File: src/rtl/vc_test_mem_pkg.sv
// Shared definitions for the multi-port test memory: message type encodings,
// the port-count ceiling and the round-robin successor helper.
package vc_test_mem_pkg;

    localparam logic [2:0] VC_MEM_REQ_MSG_TYPE_READ       = 3'd0;
    localparam logic [2:0] VC_MEM_REQ_MSG_TYPE_WRITE      = 3'd1;
    localparam logic [2:0] VC_MEM_REQ_MSG_TYPE_WRITE_INIT = 3'd2;
    localparam logic [2:0] VC_MEM_REQ_MSG_TYPE_AMO_ADD    = 3'd3;
    localparam logic [2:0] VC_MEM_REQ_MSG_TYPE_AMO_AND    = 3'd4;
    localparam logic [2:0] VC_MEM_REQ_MSG_TYPE_AMO_OR     = 3'd5;

    localparam int VC_MEM_MAX_PORTS = 16;

    // Next index after idx in a ring of n entries (n in 1..16).
    function automatic logic [3:0] rr_next(input logic [3:0] idx, input logic [4:0] n);
        if ({1'b0, idx} >= n - 5'd1)
            return 4'd0;
        return idx + 4'd1;
    endfunction

endpackage

File: src/rtl/vc_rr_pick.sv
// Combinational round-robin picker: one-hot grant to the first requester at or
// after ptr, scanning upward with wrap.
module vc_rr_pick #(
    parameter int p_n     = 4,
    parameter int p_ptr_w = 2
) (
    input  logic [p_n-1:0]     req,
    input  logic [p_ptr_w-1:0] ptr,
    output logic [p_n-1:0]     grant
);

    localparam int IW = (p_n > 1) ? $clog2(p_n) : 1;

    logic          found;
    logic [IW-1:0] idx;
    int            sum;

    always_comb begin
        grant = '0;
        found = 1'b0;
        idx   = '0;
        sum   = 0;
        for (int k = 0; k < p_n; k++) begin
            sum = int'(ptr) + k;
            if (sum >= p_n)
                sum = sum - p_n;
            idx = IW'(sum);
            if (!found && req[idx]) begin
                grant[idx] = 1'b1;
                found      = 1'b1;
            end
        end
    end

endmodule

File: src/rtl/vc_test_mem_amo_scheduler.sv
// Arbitrates the single AMO slot of the test memory among its ports, with
// starvation watchdogs, a fire counter and a sticky protocol-error flag.
module vc_test_mem_amo_scheduler
    import vc_test_mem_pkg::*;
#(
    parameter int p_num_ports    = 4,
    parameter int p_wait_sz      = 8,
    parameter int p_starve_limit = 64,
    parameter int p_cnt_sz       = 32
) (
    input  logic                   clk,
    input  logic                   reset,
    input  logic [p_num_ports-1:0] amo_req,
    input  logic [p_num_ports-1:0] amo_fire,
    output logic [p_num_ports-1:0] amo_grant,
    output logic [p_num_ports-1:0] starve,
    output logic [p_cnt_sz-1:0]    amo_fire_count,
    output logic                   protocol_err
);

    localparam int PTR_W = (p_num_ports > 1) ? $clog2(p_num_ports) : 1;
    localparam logic [p_wait_sz-1:0] STARVE_LIM = p_wait_sz'(p_starve_limit);

    logic [PTR_W-1:0]       rr_ptr;
    logic [PTR_W-1:0]       ptr_next;
    logic [p_wait_sz-1:0]   wait_cnt  [p_num_ports];
    logic [p_wait_sz-1:0]   wait_next [p_num_ports];
    logic [p_cnt_sz-1:0]    fire_cnt;
    logic                   err;
    logic [p_num_ports-1:0] pick_grant;
    logic                   fire_any;
    logic                   err_now;

    vc_rr_pick #(
        .p_n     (p_num_ports),
        .p_ptr_w (PTR_W)
    ) u_pick (
        .req   (amo_req),
        .ptr   (rr_ptr),
        .grant (pick_grant)
    );

    assign amo_grant      = reset ? '0 : pick_grant;
    assign fire_any       = |amo_fire;
    assign amo_fire_count = fire_cnt;
    assign protocol_err   = err;

    assign err_now = ((amo_fire & (amo_fire - p_num_ports'(1))) != '0)
                  || ((amo_fire & ~amo_grant) != '0)
                  || ((amo_fire & ~amo_req) != '0);

    // Descending scan so the lowest-index firing port decides the pointer.
    always_comb begin
        ptr_next = rr_ptr;
        for (int i = p_num_ports - 1; i >= 0; i--) begin
            if (amo_fire[i])
                ptr_next = PTR_W'(rr_next(4'(i), 5'(p_num_ports)));
        end
    end

    always_comb begin
        for (int i = 0; i < p_num_ports; i++) begin
            wait_next[i] = wait_cnt[i];
            if (!amo_req[i] || amo_fire[i])
                wait_next[i] = '0;
            else if (wait_cnt[i] != '1)
                wait_next[i] = wait_cnt[i] + p_wait_sz'(1);
        end
    end

    always_ff @(posedge clk) begin
        if (reset) begin
            rr_ptr   <= '0;
            fire_cnt <= '0;
            err      <= 1'b0;
            starve   <= '0;
            for (int i = 0; i < p_num_ports; i++)
                wait_cnt[i] <= '0;
        end else begin
            rr_ptr <= ptr_next;
            if (fire_any)
                fire_cnt <= fire_cnt + p_cnt_sz'(1);
            if (err_now)
                err <= 1'b1;
            for (int i = 0; i < p_num_ports; i++) begin
                wait_cnt[i] <= wait_next[i];
                starve[i]   <= (wait_next[i] >= STARVE_LIM);
            end
        end
    end

endmodule

File: config.mk
export PLATFORM = sky130hd
export DESIGN_NAME = vc_test_mem_amo_scheduler
export DESIGN_NICKNAME = d
export VERILOG_FILES = /design/src/rtl/vc_test_mem_pkg.sv /design/src/rtl/vc_rr_pick.sv /design/src/rtl/vc_test_mem_amo_scheduler.sv
export SDC_FILE = /design/constraint.sdc
export NUM_CORES = 1
export LEC_CHECK = 0
export ABC_CLOCK_PERIOD_IN_PS = 3250
export CAP_MARGIN = 20
export CORE_ASPECT_RATIO = 0.6
export CORE_MARGIN = 5
export CORE_UTILIZATION = 54
export DETAILED_ROUTE_END_ITERATION = 8
export PLACE_DENSITY = 0.79
export SLEW_MARGIN = 20
export SYNTH_ARGS = -nofsm -noshare
export SYNTH_HDL_FRONTEND = slang
export SYNTH_SLANG_ARGS = --single-unit
File: constraint.sdc
create_clock -name clk -period 3.25 [get_ports clk]
set_input_delay 0.65 -clock clk [delete_from_list [all_inputs] [get_ports clk]]
set_output_delay 0.65 -clock clk [all_outputs]
set_load 0.02 [all_outputs]
After elaboration in Yosys (flattened, before gate mapping). Memories as Yosys holds them, arrays and structs flattened. Index checks and enable logic that the tools add are counted.

Memory bits (read-only): 0. Flip-flop bits (word level): 39. Latch bits: 0. Output and inout port bits: 41. Bits in writable memories: 32. Memories: 1. Logic and storage cells: 125.

Memory list: wait_cnt (depth 4, bits a word 8, read ports 4, clocked after Yosys merged registers in 0, wr ports 4, line vc_test_mem_amo_scheduler.sv:26) `logic [p_wait_sz-1:0] wait_cnt [p_num_ports];`.

Add/subtract/negate cells: 13. Multipliers: 0. Reductions and logical operators: 27. Order comparisons: 16. Muxes and demuxes: 47. Bitwise logic cells: 12. Divide/modulo/power cells: 0. Shift operators: 0. Equality and inequality tests: 4.

Operator list (number): $mux 8 (12); $add 32x1->32 const B (1); $add 8x1->8 const B (4); $ge 8x7->1 const B (4); $ne 8x8->1 const B (4); $mux 4 (5); $reduce_bool 4->1 (4); $mux 1 (15); $mux 2 (7); $and 4x4->4 (3); $lt 2x3->1 const B (4); $or 4x4->4 (3); $ge 3x3->1 const B (3); $bmux 1 s2 (4); $demux 1 s2 (4); $ge 2x1->1 const B (4); $not 4->4 (2); $sub 2x1->2 const B (4); $logic_and 1x1->1 (7); $logic_not 1->1 (7); $add 2x2->3 const B (2); $logic_or 1x1->1 (6); $or 1x1->1 (4); $reduce_or 4->1 (1); 5 further kinds (5).

Logic depth before layout (Yosys ltp). Gate-level depths: netlist of run 1.

Depth after elaboration: 20. Mapped depth: 9. Depth with buffers taken out: 8.

Hierarchy. A second synthesis of run 1 with hierarchy kept.

Cell total of the unflattened synthesis: 415. Area, all modules: 3621.0 µm².

By module, submodules not included: vc_test_mem_amo_scheduler (cells each 385, times used 1, area an instance 3318.2 µm²); vc_rr_pick (cells each 30, times used 1, area an instance 302.8 µm²).

Worst setup path after synthesis of run 1. No wires, ideal clock.

Kind: reg2out. Start: reg rr_ptr[0]. End: out amo_grant[1]. Data arrival time: 2265 ps. Cell stages (with the launch flop): 9. Slack: 335 ps. Cell sequence: dfxtp_1 buf_6 inv_1 ha_1 mux4_2 nor2_2 nand3_1 o21ai_0 nor2b_1.

Cells in the longest elaborated chain, start to end: 15. Elaborated cells on any way between the ends: 60.

Ends and longest elaborated chain: from (decl) (line vc_test_mem_amo_scheduler.sv:24) `logic [PTR_W-1:0] rr_ptr;`; from (signal assigned) (line vc_test_mem_amo_scheduler.sv:80) `rr_ptr <= ptr_next;`; branches (longest 13 deep; another with $add 2x1->3); $mux 4 * (line vc_rr_pick.sv:28) `if (!found && req[idx]) begin`; $mux 4 * (line vc_test_mem_amo_scheduler.sv:43) `assign amo_grant = reset ? '0 : pick_grant;`; to (decl) (line vc_test_mem_amo_scheduler.sv:15) `output logic [p_num_ports-1:0] amo_grant,`.

Mark *: on every way between the ends. The select of a mux whose other input is x is not followed.

Final worst setup path of run 1.
Start: in amo_req[3]. End: out amo_grant[3].

Cells in the longest elaborated chain, start to end: 13. Elaborated cells on any way between the ends: 25.

Ends and longest elaborated chain: from (decl) (line vc_test_mem_amo_scheduler.sv:13) `input logic [p_num_ports-1:0] amo_req,`; $bmux 1 s2 (line vc_rr_pick.sv:28); $mux 1 (implied by the code) (line vc_rr_pick.sv:28); $mux 1 (line vc_rr_pick.sv:28); $logic_not 1->1 (line vc_rr_pick.sv:28); $logic_and 1x1->1 (line vc_rr_pick.sv:28); $mux 1 (line vc_rr_pick.sv:28); $logic_not 1->1 (line vc_rr_pick.sv:28); $logic_and 1x1->1 (line vc_rr_pick.sv:28); $mux 1 (line vc_rr_pick.sv:28); $logic_not 1->1 (line vc_rr_pick.sv:28); $logic_and 1x1->1 (line vc_rr_pick.sv:28); $mux 4 * (line vc_rr_pick.sv:28); $mux 4 * (line vc_test_mem_amo_scheduler.sv:43).

Every way passes the cells marked *; elsewhere a longest branch is shown, timed or not. The select of a mux whose other input is x is not followed.

==> impl_metrics.yaml, run 1 <==
place:
  dp.cells: 554
  hpwl_microns: 6210
  placed_area_sq_mm: 0.00421
  gp_congestion: 0.909
  port_buffers: 50
final_layout:
  drive_gt1_share_pct: 11.6
  stdcell_count: 569
  n_fill_cell: 545
  final_nets: 501
  finalInstanceArea_sq_mm: 0.00439
  area_delta_synth_final_pct: 22.6
  diodes: 0
timing:
  final.setup_skew_ns: 0.00462
  post-route-min-period_ns: 3.19
  slew_violations: 0
  max_clock_freq_mhz: 313
  max_slew.worst_pin.slew_ns: 0.702
  rsz0062_at_grt: "no"
  hold_viol_final: 0
  setup_violations: 0
  fin_hold_ws_ns: 0.502
  timing.final.crit_share_pct: 98.3
  slew_headroom_pct: 52.9
route:
  drt_iter0_drc: 228
  vias: 3201
  drc_errors: 0
  ant_nets: 0
  viasPerCell: 5.63
  routed_wirelength_microns: 8530
  drtPass1Iterations: 5
  wl_per_cell_microns: 15.0
global_routing:
  grt_pass1_wl_microns: 14100
  grt_antenna_before_repair: 0
  grt_max_degree: 38
  track_usage_pct: 21.0
  grt_pass1_vias: 3005
  grt_overflow_total: 0
yosys:
  synth_area_per_cell_sq_um: 8.65
  synth_edf_count: 0
  synth_common_cells: "dfxtp_1 (71), nor2_1 (71), nand3_1 (35)"
  ys.flop_type: "dfxtp_1"
  postSynth.asyncResetShare_pct: 0
  synthTopCellsByArea: "dfxtp_1 (40%), nor2_1 (7.4%), nand3_1 (4.9%)"
  synth_top_area_cell: "dfxtp_1"
  syn_nets: 436
  yosysWarnings: 0
  ys_seq_area_share_pct: 39.7
  synth_cells: 414
  synthesis.area_sq_mm: 0.00358
  yosysTopAreaCellShare_pct: 39.7
  synthDistinctLibCells: 50
  ys_ff_latch: 71
outcome:
  outcome: "complete, no violations"
power:
  p_sw_mw: 0.422
  ir_drop_v: 0.000279
  combPwrFrac_pct: 11.4
  switching_share_pct: 24.2
  clkPwrFrac_pct: 37.6
  leakage_nw: 1.62
  internal-power_mw: 1.32
  p_seq_share_pct: 50.9
  power.density_mw_per_mm2: 397
die:
  num_rows: 23
  core-area_sq_mm: 0.00656
  ios: 51
  die_w_microns: 115
  initial_core_util_pct: 54.6
  die_area_sq_mm: 0.00842
  die_h_microns: 73.1
setup_path:
  end_kind: "output port"
  startpoint_type: "input pin"
  worst_ep_arrival_time_ns: 2.54
  path_class: "in2out"
  worstPathRequired_ns: 2.60
  cp_max_fo: 7
clocking:
  root_buffer: "clkbuf_8"
  holdBufCountCts: 0
  cts_tree: "yes"
  cts_buffers: 9
  clkTransAtPathRegs_ns: 0.07
  cts.sinks: 71
  clockBufferDepth: 2
  clk_latency_ns: 0.35
  htreeDepth: 3
job:
  max_cap_viol_count: 0
worst_hold_path:
  hold_path.class: "reg2reg"
==> path summary, 6_finish.rpt <==
check / startpoint / endpoint / slack (ns) / depth (start not counted)
worst max-delay path: amo_req[3] / amo_grant[3] / 0.06 / 6
worst min-delay path: amo_fire_count[11] / amo_fire_count[11] / 0.50 / 2
worst max register to register: rr_ptr[1] / protocol_err / 0.99 / 9
worst min register to register: amo_fire_count[11] / amo_fire_count[11] / 0.50 / 2
==> layout by cell type (no fill, tap or decap), types with 3 or more instances in the layout <==
| cell | instances |
|---|---|
| xor2_1 | 19 |
| nand4_1 | 10 |
| and3_1 | 10 |
| buf_2 | 3 |
| mux2i_1 | 6 |
| mux4_2 | 3 |
| nor2b_1 | 4 |
| or3_1 | 5 |
| nand3_1 | 35 |
| o21ai_0 | 20 |
| clkdlybuf4s50_1 | 46 |
| nand2_1 | 32 |
| ha_1 | 11 |
| or2_2 | 3 |
| o22ai_1 | 4 |
| clkbuf_8 | 13 |
| buf_4 | 15 |
| a21oi_1 | 18 |
| and2_1 | 3 |
| a31oi_1 | 3 |
| dfxtp_1 | 71 |
| xnor2_1 | 19 |
| inv_1 | 10 |
| nor3_1 | 8 |
| nor2_1 | 71 |
==> sequential cells by signal (all words and copies together) (netlist names) <==
name	count
rr_ptr	2
amo_fire_count	32
wait_cnt	32
starve	4
protocol_err	1
==> power by group through the flow <==
stage	registers, mW	clock network [mW]	logic [mW]
after floorplan	0.913	0	0.113
after global placement	0.907	0	0.191
after detailed placement	0.907	0	0.196
after CTS	0.888	0.674	0.197
after global routing	0.889	0.710	0.215
final	0.888	0.656	0.199
==> per-stage QoR <==
| stage | utilization (%) | power [mW] | setup TNS [ns] | worst slack, ns |
|---|---|---|---|---|
| after global placement | 64.2 | 1.10 | -1.11 | -0.308 |
| after floorplan | - | 1.03 | 0 | 0.335 |
| after detailed placement | 64.2 | 1.10 | -1.32 | -0.362 |
| after global routing | 67.0 | 1.81 | 0 | 0.0165 |
| after CTS | 67.1 | 1.76 | 0 | 0.00585 |
| final | 67.0 | 1.74 | 0 | 0.0563 |
==> area by class of cell <==
cell class | instances | area, sq um | area share [%]
Tap cell | 87 | 109 | 2.48
Clock buffer | 14 | 183 | 4.16
Sequential cell | 71 | 1420 | 32.4
Inverter | 10 | 37.5 | 0.854
Multi-Input combinational cell | 322 | 2050 | 46.7
Timing Repair Buffer | 65 | 593 | 13.5
==> layer usage <==
metal  track usage [%]  part of all wire [%]
met5                 0                     0
met4              8.07                   1.7
met1              28.4                    47
met2              31.7                    45
met3              6.05                   6.6
==> logic make-up after synthesis <==
| family | synth area share [%] |
|---|---|
| buffers and inverters | 3.39 |
| muxes | 5.17 |
| and+or+nand+nor | 28.5 |
| adders and majority gates | 4.19 |
| DFF | 39.7 |
| xor gates and xnor gates | 9.29 |
| AOI/OAI and AO/OA | 9.78 |
==> worst max-delay path: stages <==
cell	delay, ns
clkdlybuf4s50_1	0.51
mux4_2	0.60
buf_4	0.18
a221o_1	0.35
nor2_1	0.08
buf_2	0.17
==> repair_timing <==
item / CTS / global route
resized for setup: 12 / 7
setup endpoints to repair: 4 / 3
setup buffers: 1 / 0
pin swaps: 0 / 0
Power figures use the tool's default switching activity.
==> run 2: changes to the inputs <==
- CORE_MARGIN: 5 -> default
- REMOVE_ABC_BUFFERS: default -> 1
==> run 2 against run 1 <==
  * Worst hold slack better by 0.0010 ns
  * Worst setup slack gained 0.019 ns
  * Combinational power rose by 6%
  * Largest power group unchanged
  * Via count rose by 0.19%
  * Maximum frequency grew 0.61%
  * Total power is 5.2% higher
  * Core utilization grew 4.6 points
  * Cell count up 1.2%
==> impl_metrics.yaml, run 2 (same netlist as run 1, synthesis figures left out) <==
outcome:
  outcome: "complete, no violations"
die:
  die_area_sq_mm: 0.00697
  initial_core_util_pct: 57.3
  die_w_microns: 107
  num_rows: 22
  ios: 51
  die_h_microns: 65.1
  core-area_sq_mm: 0.00625
power:
  leakage_nw: 1.68
  power.density_mw_per_mm2: 410
  ir_drop_v: 0.000326
setup_path:
  cp.buffers_inverters: 3
  end_kind: "output port"
  startpoint_type: "input pin"
  worstPathRequired_ns: 2.60
  worst_ep_arrival_time_ns: 2.52
  cp_slowest_stage_delay_ns: 0.55
  path_class: "in2out"
  crit_family: "buffers and inverters"
  cp_max_fo: 4
  cp_slowest_cell: "mux4_2"
  crit_path_cell_trace: "clkdlybuf4s50_1 -> mux4_2 -> buf_4 -> nand2_1 -> o21ai_0 -> a21oi_1 -> nor2_1 -> clkdlybuf4s15_1"
clocking:
  postCtsSetupBuffers: 0
  clkTransAtPathRegs_ns: 0.07
  cts.sinks: 71
  clockBufferDepth: 2
  holdBufCountCts: 0
  cts_buffers: 9
  root_buffer: "clkbuf_8"
  clk_latency_ns: 0.36
  htreeDepth: 3
  cts_tree: "yes"
final_layout:
  diodes: 0
  most-common-layout-cells: "nor2_1 (71), dfxtp_1 (71), clkdlybuf4s50_1 (43)"
  area_delta_synth_final_pct: 24.8
  final_core_util_pct: 71.5
  drive_gt1_share_pct: 13.2
  final_nets: 509
timing:
  post-route-min-period_ns: 3.17
  final.setup_skew_ns: 0.00992
  slew_violations: 0
  slew_headroom_pct: 54.3
  rsz0062_at_grt: "no"
  max_slew.worst_pin.slew_ns: 0.680
  hold_viol_final: 0
  setup_violations: 0
  worst_slack_ns: 0.0757
  max_clock_freq_mhz: 315
  timing.final.crit_share_pct: 97.7
global_routing:
  grt_overflow_total: 0
  grt_antenna_before_repair: 0
  grt_pass1_wl_microns: 13700
  grt_pass1_vias: 2960
  grt_max_degree: 37
  track_usage_pct: 25.6
route:
  drc_errors: 0
  viasPerCell: 5.57
  routed_wirelength_microns: 8300
  drt_iter0_drc: 154
  wl_per_cell_microns: 14.4
  vias: 3207
  ant_nets: 0
  drtPass1Iterations: 5
worst_hold_path:
  hold_path.class: "reg2reg"
place:
  pre_cts_ws_ns: -0.388
  port_buffers: 50
  hpwl_microns: 6090
  gp_congestion: 0.937
job:
  max_cap_viol_count: 0
run 2: changes by cell type in the layout (fill, tap and decap cells not counted), sizes merged:
cell	change
clkdlybuf4s15	+1
clkdlybuf4s50	-3
buf	+7
clkbuf	-1
clkinv	+2
bufinv	+1
dlygate4sd2	+3
run 2: repair_timing:
action | in CTS | in global routing
endpoints found under the setup margin | 4 | 4
endpoints found under the hold margin | 0 | 0
pin swaps | 0 | 0
resized for setup | 12 | 8
run 2: metal layers:
metal | track usage, % | share of wire [%] | vias up
met2 | 40.7 | 44 | 98
met5 | 0 | 0 | -
met1 | 33.6 | 48 | 1510
met3 | 7.14 | 6.3 | 11
li1 | - | - | 1588
met4 | 8.90 | 1.4 | 0
run 2: power breakdown:
group,switching (mW),internal [mW]
registers,0.00793,0.878
clock network,0.323,0.415
logic,0.113,0.0970
run 2: final cells by class:
type / count / area (sq um)
clock buffers: 13 / 169
well taps: 84 / 105
multi-input cells: 322 / 2040
repair buffers: 73 / 657
inverters: 10 / 37.5
fillers: 501 / 1780
clock inverters: 3 / 40.0
flip-flops and latches: 71 / 1420
run 2: worst paths after layout:
path / from / to / slack [ns] / depth (start not counted)
max: amo_req[1] / amo_grant[0] / 0.08 / 8
min: amo_fire_count[28] / amo_fire_count[28] / 0.50 / 2
max reg2reg: rr_ptr[1] / protocol_err / 0.94 / 9
min reg2reg: amo_fire_count[28] / amo_fire_count[28] / 0.50 / 2
run 2: per-stage QoR:
stage	hold WS [ns]	area (sq um)	total power [mW]	instances	setup TNS (ns)
floorplan	0.479	3500	1.01	403	0
global placement	0.477	4280	1.11	560	-1.10
detailed placement	0.486	4280	1.12	560	-1.32
CTS	0.510	4480	1.84	576	0
global route	0.535	4470	1.90	576	0
finish	0.503	4470	1.83	576	0
run 2: tightest hold or removal path, delay by kind of cell, from the launching register on:
family         cells  cell delay [ns]
AO/OA/AOI/OAI      2             0.13
flip-flops         1             0.33
==> run 3: changes to the inputs <==
- CELL_PAD_IN_SITES_DETAIL_PLACEMENT: default -> 0
- CELL_PAD_IN_SITES_GLOBAL_PLACEMENT: default -> 1
- CORE_UTILIZATION: 54 -> 41
- PLACE_DENSITY: 0.79 -> default
- PLACE_DENSITY_LB_ADDON: default -> 0.1
==> run 3 against run 2 <==
  * Core utilization fell by 15 points
  * Die area rose by 31%
  * Maximum frequency rose by 1.2%
  * Total power rose by 22%
  * Sequential share of layout area fell by 1.1 points
  * Largest power group is now the clock network
==> impl_metrics.yaml, run 3 (same netlist as run 1, synthesis figures left out) <==
setup_path:
  path_class: "in2out"
  ff2ff_setup_slack_ns: 1.01
  cp_max_fo: 7
  rr_endpoint: "protocol_err"
  startpoint_type: "input pin"
  worstPathRequired_ns: 2.60
  r2r-start: "rr_ptr[1]"
  worst_ep_arrival_time_ns: 2.49
  end_kind: "output port"
  reg2reg_depth: 8
final_layout:
  area_delta_synth_final_pct: 29.3
  final_core_util_pct: 56.8
  most-common-layout-cells: "nor2_1 (71), dfxtp_1 (71), clkdlybuf4s50_1 (42)"
  drive_gt1_share_pct: 12.7
  diodes: 0
  final_nets: 506
  n_fill_cell: 726
  stdcell_count: 597
timing:
  slew_violations: 0
  post-route-min-period_ns: 3.14
  final.setup_skew_ns: 0.00376
  hold_viol_final: 0
  slew_headroom_pct: 56.7
  rsz0062_at_grt: "no"
  timing.final.crit_share_pct: 96.5
  setup_violations: 0
  max_slew.worst_pin.slew_ns: 0.645
  setup_tns_ns: 0
  fin_hold_ws_ns: 0.504
  worst_slack_ns: 0.114
  max_clock_freq_mhz: 319
clocking:
  clkTransAtPathRegs_ns: 0.06
  clk_latency_ns: 0.33
  root_buffer: "clkbuf_16"
  cts.sinks: 71
  cts_tree: "yes"
  holdBufCountCts: 0
  clockBufferDepth: 2
  cts_buffers: 9
  htreeDepth: 3
route:
  routed_wirelength_microns: 7920
  drt_iter0_drc: 143
  ant_nets: 0
  vias: 3032
  viasPerCell: 5.08
  drtPass1Iterations: 4
  wl_per_cell_microns: 13.3
  drc_errors: 0
power:
  leakage_nw: 1.74
  power.density_mw_per_mm2: 484
  ir_drop_v: 0.000378
global_routing:
  grt_pass1_vias: 2558
  grt_max_degree: 33
  track_usage_pct: 18.4
  grt_antenna_before_repair: 0
  grt_pass1_wl_microns: 12600
  grt_overflow_total: 0
place:
  pre_cts_ws_ns: -0.383
  port_buffers: 50
  gp_congestion: 0.842
  hpwl_microns: 5850
  dp.cells: 580
die:
  die_w_microns: 123
  die_h_microns: 74.4
  die_area_sq_mm: 0.00913
  num_rows: 25
  initial_core_util_pct: 43.9
  ios: 51
  core-area_sq_mm: 0.00816
worst_hold_path:
  hold_end: "amo_fire_count[28]"
  hold_path.class: "reg2reg"
  min_path_cells: 2
  worstHoldStart: "amo_fire_count[28]"
job:
  max_cap_viol_count: 0
outcome:
  outcome: "complete, no violations"
-- run 3: final cells by class --
cell class,count,area (sq um),share of cell area (%)
inverter,10,37.5,0.810
multi-input combinational,322,2050,44.2
clock inverter,5,104,2.24
clock buffer,11,253,5.46
timing repair buffer,70,633,13.7
sequential,71,1420,30.7
tap,108,135,2.92
-- run 3: what timing repair did --
action / 4_1_cts / 5_1_grt
buffers inserted: 1 / 0
setup endpoints to repair: 4 / 3
gates resized for setup: 8 / 7
endpoints found under the hold margin: 0 / 0
-- run 3: metrics by stage --
stage	area, sq um	power (mW)
2_1_floorplan	3500	1.01
3_3_place_gp	4280	1.10
3_5_place_dp	4280	1.11
4_1_cts	4630	2.26
5_1_grt	4630	2.33
6_report	4630	2.24
-- run 3: worst max path at each step --
stage | from | to | slack, ns | depth (start not counted)
after floorplan | rr_ptr[0] | amo_grant[1] | 0.26 | 7
after global placement | amo_req[0] | amo_grant[3] | -0.35 | 7
after detailed placement | amo_req[0] | amo_grant[3] | -0.38 | 7
after CTS | rr_ptr[1] | amo_grant[1] | 0.04 | 8
after global routing | amo_req[0] | amo_grant[3] | 0.009 | 7
final | amo_req[0] | amo_grant[3] | 0.11 | 7
-- run 3: layer usage --
metal | share of wire [%] | vias to the layer above | track usage [%]
met3 | 6.8 | 8 | 7.98
met5 | 0 | - | 0
met2 | 38 | 68 | 24.5
met4 | 0.85 | 0 | 4.88
li1 | - | 1586 | -
met1 | 54 | 1370 | 26.4
-- run 3: worst max-delay path, cell delays in order --
cell,delay (ns)
dlygate4sd2_1,0.30
mux4_2,0.53
nor2b_4,0.14
a22oi_1,0.07
a221o_1,0.35
nor2_1,0.10
dlygate4sd2_1,0.34
-- run 3: power breakdown --
part	leakage [nW]	switching [mW]	internal, mW	total, mW
combinational	0.986	0.107	0.0929	0.200
sequential	0.574	0.00902	0.880	0.889
clock	0.176	0.363	0.791	1.15
==> patch: new RTL, settings of run 2 <==
Set the parameter `p_cnt_sz` to 48 (it was 32).
--- a/src/rtl/vc_test_mem_amo_scheduler.sv
+++ b/src/rtl/vc_test_mem_amo_scheduler.sv
@@ -6,7 +6,7 @@
     parameter int p_num_ports    = 4,
     parameter int p_wait_sz      = 8,
     parameter int p_starve_limit = 64,
-    parameter int p_cnt_sz       = 32
+    parameter int p_cnt_sz       = 48
 ) (
     input  logic                   clk,
     input  logic                   reset,
Ports: changed (resized amo_fire_count); port bits go from 51 to 67. The function was not compared with the original's and may differ.
==> patch against run 2 <==
Setup slack improved by 0.044 ns; wire length increased by 17%; design area increased by 19%; sequential cell count increased by 16; total power increased by 29%; utilization increased by 0.29 points; count of clock-buffer cells in the layout decreased by 3; die area increased by 16%; synthesized area increased by 17%; via count increased by 18%; worst hold slack improved by 0.013 ns; critical endpoint is now amo_grant[1]; largest cell class unchanged; largest power group unchanged; highest routed layer unchanged.
==> patch: results (changes against run 2) <==
outcome=finished clean (unchanged); placed cell area=0.00500 mm^2 (was 0.00428 mm^2); Gate Count Post-Synth=485 (was 414); worst skew pair latency=0.34 ns (was 0.36 ns); vias in the first global route=3513 (was 2960); first-pass GRT wire length=16.6 mm (was 13.7 mm); largest net degree at the start of global routing=55 (was 37); Via Count=3781 (was 3207); Reg power frac=46.0% (was 48.3%); CP peak stage delay=0.40 ns (was 0.55 ns); Worst-Margin Slew=0.636 ns (was 0.680 ns); largest cells by area after synthesis=dfxtp_1 42%, xor2_1 9.2%, nor2_1 7.3% (was dfxtp_1 40%, nor2_1 7.4%, nand3_1 4.9%); clk_skew=0.00450 ns (was 0.00992 ns); post-DP HPWL=6.90 mm (was 6.09 mm); critical hold path startpoint=wait_cnt[1][7] (was amo_fire_count[28]); CP max stage cell=ha_2 (was mux4_2); Hold Slack=0.516 ns (was 0.503 ns); Critical Path AT=2.48 ns (was 2.52 ns); hold depth=1 (was 2); Post-synth top cells=87 x dfxtp_1, 81 x nor2_1, 44 x xor2_1 (was 71 x dfxtp_1, 71 x nor2_1, 35 x nand3_1); Yosys top cell area share=41.7% (was 39.7%); Routed WL=9.75 mm (was 8.30 mm); Max rail drop VDD=0.331 mV (was 0.326 mV); Layout area overhead=27.0% (was 24.8%); library cells used by synthesis=47 (was 50); Leak Pwr=1.97 nW (was 1.68 nW); Post-Place Worst Slack=-0.323 ns (was -0.388 ns); Layout fillers=594 (was 501); Port Buffers=66 (was 50); combinational power=200 uW (was 210 uW); R2R Setup Slk=0.84 ns (was 0.94 ns); sequential-to-total area share from yosys stat=41.7% (was 39.7%); CP Class=reg -> out (was in -> out)
patch: cells by family (layout without fill, tap and decap cells):
logic type	count (synthesis)	count (layout)	share of synthesized area, %
simple gates	231	231	27.4
xor+xnor	56	56	11.7
buf+inv	29	113	3.08
flops	87	87	41.7
mux	11	11	3.98
fa+ha+maj	12	12	3.59
compound gates	59	59	8.54
patch: final cells by class:
| type | count | share of cell area (%) |
|---|---|---|
| multi-input cells | 369 | 43.5 |
| inverters | 15 | 1.06 |
| flip-flops and latches | 87 | 32.8 |
| well taps | 104 | 2.45 |
| clock inverters | 6 | 1.60 |
| repair buffers | 82 | 14.3 |
| clock buffers | 10 | 4.32 |
patch: repair_timing:
item,in CTS,in global routing
setup endpoints to repair,4,3
resized for setup,10,5
setup buffers,0,1
endpoints found under the hold margin,0,0
hold buffers,0,0
patch: per-layer routing:
layer | global-route usage, % | part of all wire, %
met1 | 35.5 | 47
met2 | 39.6 | 45
met3 | 8.68 | 6.8
met4 | 8.51 | 1.1
met5 | 0 | 0
